<file path="src/rtl/dcache_write_arbiter.sv">
// N-way data-array write arbiter: fixed/round-robin grant, burst lock, registered output.
// One cycle from input handshake to output; a held output (valid & ~ready) deasserts every input ready.
module dcache_write_arbiter #(
  parameter int N_IN    = 8,
  parameter int WAY_W   = 8,
  parameter int ADDR_W  = 12,
  parameter int DATA_W  = 128,
  parameter int RR_MODE = 1,
  parameter int BEATS   = 1
) (
  input  logic                     clock,
  input  logic                     reset,
  input  logic [N_IN-1:0]          io_in_valid,
  output logic [N_IN-1:0]          io_in_ready,
  input  logic [N_IN*WAY_W-1:0]    io_in_bits_way_en,
  input  logic [N_IN*ADDR_W-1:0]   io_in_bits_addr,
  input  logic [N_IN*DATA_W-1:0]   io_in_bits_data,
  input  logic                     io_out_ready,
  output logic                     io_out_valid,
  output logic [WAY_W-1:0]         io_out_bits_way_en,
  output logic [ADDR_W-1:0]        io_out_bits_addr,
  output logic [DATA_W-1:0]        io_out_bits_data,
  output logic [$clog2(N_IN)-1:0]  io_out_chosen
);

  localparam int IDX_W = $clog2(N_IN);
  localparam int CNT_W = (BEATS > 1) ? $clog2(BEATS) : 1;

  typedef struct packed {
    logic [WAY_W-1:0]  way_en;
    logic [ADDR_W-1:0] addr;
    logic [DATA_W-1:0] data;
  } wr_beat_t;

  logic             out_free;
  logic             in_hs;
  logic             grant_vld;
  logic [N_IN-1:0]  grant;
  logic [IDX_W-1:0] grant_idx;
  logic             locked;
  logic [IDX_W-1:0] lock_ch;
  logic [IDX_W-1:0] rr_ptr;
  logic [CNT_W-1:0] beat_cnt;
  wr_beat_t         sel_beat;
  wr_beat_t         out_beat;

  // Descending scans so the last hit is the lowest index / nearest to rr_ptr.
  always_comb begin
    int j;
    j         = 0;
    grant     = '0;
    grant_idx = '0;
    grant_vld = 1'b0;
    if (locked) begin
      if (io_in_valid[lock_ch]) begin
        grant_vld = 1'b1;
        grant_idx = lock_ch;
      end
    end else if (RR_MODE == 0) begin
      for (int i = N_IN - 1; i >= 0; i--) begin
        if (io_in_valid[IDX_W'(i)]) begin
          grant_vld = 1'b1;
          grant_idx = IDX_W'(i);
        end
      end
    end else begin
      for (int k = N_IN - 1; k >= 0; k--) begin
        j = int'(rr_ptr) + k;
        if (j >= N_IN) j = j - N_IN;
        if (io_in_valid[IDX_W'(j)]) begin
          grant_vld = 1'b1;
          grant_idx = IDX_W'(j);
        end
      end
    end
    if (grant_vld) grant[grant_idx] = 1'b1;
  end

  always_comb begin
    sel_beat.way_en = io_in_bits_way_en[int'(grant_idx)*WAY_W +: WAY_W];
    sel_beat.addr   = io_in_bits_addr[int'(grant_idx)*ADDR_W +: ADDR_W];
    sel_beat.data   = io_in_bits_data[int'(grant_idx)*DATA_W +: DATA_W];
  end

  assign out_free    = ~io_out_valid | io_out_ready;
  assign in_hs       = grant_vld & out_free;
  assign io_in_ready = grant & {N_IN{out_free}};

  always_ff @(posedge clock or posedge reset) begin
    if (reset) begin
      out_beat      <= '0;
      io_out_valid  <= 1'b0;
      io_out_chosen <= '0;
    end else if (in_hs) begin
      out_beat      <= sel_beat;
      io_out_valid  <= 1'b1;
      io_out_chosen <= grant_idx;
    end else if (io_out_ready) begin
      io_out_valid  <= 1'b0;
    end
  end

  assign io_out_bits_way_en = out_beat.way_en;
  assign io_out_bits_addr   = out_beat.addr;
  assign io_out_bits_data   = out_beat.data;

  // The pointer advances only at burst end so a locked burst never skews fairness.
  always_ff @(posedge clock or posedge reset) begin
    if (reset) begin
      beat_cnt <= '0;
      locked   <= 1'b0;
      lock_ch  <= '0;
      rr_ptr   <= '0;
    end else if (in_hs) begin
      if (beat_cnt == CNT_W'(BEATS - 1)) begin
        beat_cnt <= '0;
        locked   <= 1'b0;
        if (RR_MODE != 0)
          rr_ptr <= (grant_idx == IDX_W'(N_IN - 1)) ? '0 : grant_idx + 1'b1;
      end else begin
        beat_cnt <= beat_cnt + 1'b1;
        locked   <= 1'b1;
        lock_ch  <= grant_idx;
      end
    end
  end

endmodule

</file>
<file path="config.mk">
export PLATFORM = sky130hd
export DESIGN_NAME = dcache_write_arbiter
export DESIGN_NICKNAME = d
export VERILOG_FILES = /design/src/rtl/dcache_write_arbiter.sv
export SDC_FILE = /design/constraint.sdc
export NUM_CORES = 1
export LEC_CHECK = 0
export ABC_AREA = 1
export CORE_AREA = 5 5 519 521
export CTS_BUF_LIST = sky130_fd_sc_hd__clkbuf_8 sky130_fd_sc_hd__clkbuf_16
export CTS_CLUSTER_SIZE = 24
export DETAILED_ROUTE_END_ITERATION = 12
export DIE_AREA = 0 0 524 526
export DONT_BUFFER_PORTS = 1
export GPL_TIMING_DRIVEN = 1
export PLACE_DENSITY = 0.3
export RECOVER_POWER = 25
export SLEW_MARGIN = 20
export SYNTH_ARGS = -nofsm -noshare
export SYNTH_HDL_FRONTEND = slang
export SYNTH_SLANG_ARGS = --single-unit
</file>
<file path="constraint.sdc">
create_clock -name clock -period 10.95 [get_ports clock]
set_input_delay 1.6425 -clock clock [delete_from_list [all_inputs] [get_ports clock]]
set_output_delay 1.6425 -clock clock [all_outputs]
set_load 0.02 [all_outputs]
</file>
==> summary.txt <==
Global route
  • Initial antenna violation count: 120
  • Largest net degree at the start of global routing: 154
  • Met2 usage: 21.9%
  • GR Util met3: 5.04%
  • Met1 Use GR: 16.4%
  • Global routing's busiest layer: met2
  • All-Layer GR Usage: 13.4%
  • First-pass GRT wire length: between 200 and 250 mm
  • Vias in the first global route: 26000
  • Grt ovf: 0

Setup path
  • CP required: roughly 9300 ps
  • Delay-heaviest family, CP: simple AND/OR/NAND/NOR gates
  • Critical R2R Launch: rr_ptr[0]$_DFFE_PP0P_
  • Worst path bufs/invs: 4
  • Worst Path Max Fanout: 85
  • Crit path arrival time: 5130 ps
  • Worst Reg-to-Reg Cells: 21
  • CP Depth: 18
  • Crit end category: output pin
  • Worst path cell trace: inv_2, ha_1, inv_1, nand3_1, nand3_1, nand2_1, nor2_1, nand3_1, nand3_1, nand2_1, nand2_1, nand2_1, nand2_1, nand2_8, buf_4, inv_8, nand2_1, nor2_1
  • Worst path most repeated cell: nand2_1
  • Crit Path Class: reg2out
  • Critical Path Start Type: register
  • Worst path slowest cell: dfrtp_1
  • Crit path largest cell delay: 730 ps
  • CP startpoint: rr_ptr[0]$_DFFE_PP0P_

Placement
  • Area after DPL: 24000 µm²
  • Routability cong.: approximately 0.9
  • Detail Placement HPWL: between 150 and 200 mm
  • IO Port Bufs: 0

Clock tree
  • Clk sinks: 155
  • CTS tree: done
  • CTS buffer count: 25
  • Post-CTS setup buffers: 0
  • Clk slew on worst S/H paths: roughly 90 ps
  • Clock root cell: clkbuf_16
  • Clock H-tree levels: 4
  • Hold buffers post-CTS: 0
  • CTS resizes: 0
  • Clock latency on the worst-skew pair: approximately 580 ps
  • CTS max path bufs: 3

Floorplanning
  • Cell Rows: 189
  • Initial Util: 7.96%
  • Die outline width: 524 µm
  • Die ar.: between 200000 and 300000 µm²
  • Placeable core area: 264000 µm²
  • Die Height: 526 µm
  • I/O Pins: 1355

STA
  • TNS Setup: 0 ps
  • Final setup fails: 0
  • RSZ-0062 raised after global routing: false
  • Final Hold Fails: 0
  • Skew final: 39.2 ps
  • Pins Over Slew Limit: between 80 and 90
  • Final period util: 61.8%
  • Period minus WS final: 6770 ps
  • Peak Freq: 0.148 GHz
  • Rel. slew slack: -106%
  • Tightest Pin Transition: 3090 ps

Synth
  • Synth Net Count: roughly 5200
  • Register area share after synthesis: 18.4%
  • #FFs+latches synth: 155
  • Synth cell types: 25
  • Syn Inst Count: 4043
  • Yosys warns: 0
  • Mapped cell area: 21000 µm²
  • Avg Inst Size Synth: 5.20 µm²

Min path
  • Worst hold path type: reg2reg
  • WHS Path Cells: 2
  • Hold path start: io_out_chosen[1]$_DFFE_PP0P_

Route
  • Detail Route Antenna Nets: 0
  • Vias per cell: 3.55
  • Post-Route WL: 195 mm
  • WL per Instance: 26.5 µm
  • 1st-iter DRT viols: roughly 2200
  • Drt drc: 0
  • Detailed-route via count: ~26000
  • Drt first pass iters: 6

Status
  • Status: finished, violations left
  • Failing checks: capacitance limit, slew limit

Cells and area
  • Layout area overhead: 18.2%
  • Layout cell share with drive strength beyond 1: 2.53%
  • Count of nets after finishing: 4990
  • Fin area: 24800 µm²

Run
  • Max_cap viols: 2
-- synth_stat cells, drive strengths merged --
| library cell | number | share of area [%] |
|---|---|---|
| o21ai | 2 | 0.048 |
| nand2 | 2000 | 36 |
| clkbuf | 26 | 0.46 |
| o211ai | 1 | 0.036 |
| nand3b | 148 | 5.3 |
| nor2 | 13 | 0.29 |
| buf | 287 | 8.6 |
| inv | 473 | 8.4 |
| xnor2 | 1 | 0.042 |
| ha | 2 | 0.12 |
| dfrtp | 155 | 18 |
| a21oi | 6 | 0.14 |
| nand3 | 927 | 22 |
| nor3 | 2 | 0.095 |
-- worst paths after layout --
kind                                                     to  slack [ps]
max reg2reg                io_out_bits_data[48]$_DFFE_PP0P_        4960
min                            io_out_chosen[1]$_DFFE_PP0P_         660
max                                          io_in_ready[6]        4180
min reg2reg                    io_out_chosen[1]$_DFFE_PP0P_         660
min in group asynchronous  io_out_bits_data[10]$_DFFE_PP0P_        1780
max in group asynchronous  io_out_bits_data[69]$_DFFE_PP0P_        5300
-- metrics by stage --
step	hold WS [ps]	setup WS [ps]	cells	util, %
3_3_place_gp	627	4440	7299	9.09
2_1_floorplan	582	5130	4043	-
6_report	660	4180	7365	9.41
3_5_place_dp	641	4640	7299	9.09
4_1_cts	669	3990	7332	9.38
5_1_grt	680	3760	7346	9.39
-- state kept, by name, summed over array words and instances (netlist names) --
register,cells
io_out_bits_way_en,8
rr_ptr,3
io_out_bits_data,128
io_out_valid,1
io_out_bits_addr,12
io_out_chosen,3
-- cell type report --
cell class / instances / area [µm²]
timing repair buffer: 36 / 392
sequential: 155 / 3880
tap: 3533 / 4420
multi-input combinational: 3102 / 13500
inverter: 473 / 1790
antenna: 33 / 82.6
fill: 31700 / 239000
clock buffer: 27 / 653
clock inverter: 6 / 110
-- per-layer routing --
layer / wire length, µm / vias to the layer above
met3: 19300 / 244
met4: 5150 / 70
li1: - / 12000
met5: 460 / -
met1: 81800 / 12500
met2: 88800 / 1364
-- logic make-up after synthesis --
| logic type | Yosys count | synth area share (%) |
|---|---|---|
| AO/OA/AOI/OAI | 9 | 0.226 |
| flip-flops | 155 | 18.4 |
| XOR/XNOR | 1 | 0.0417 |
| AND/OR/NAND/NOR | 3090 | 63.7 |
| adder cells (fa/ha/maj) | 2 | 0.119 |
| buffers and inverters | 786 | 17.5 |
-- tightest hold or removal path, stage by stage, from the launching register on --
cell,delay (ps)
dfrtp_1,480
nand2_1,80
o21ai_0,70
-- cell usage in the layout (no fill, tap or decap), types with 3 or more instances in the layout --
cell type and count:
nand2_1 1990, nand3_1 926, inv_1 461, dfrtp_1 155, nand3b_1 148, diode_2 33
clkbuf_16 25, buf_4 25, nor2_1 10, buf_12 10, inv_2 9, a21oi_1 6
nand2_2 5, nand2_8 5, bufinv_16 3
Power is not shown: default switching activity piles up to over one toggle a cycle in this logic, so the estimate is an artifact.
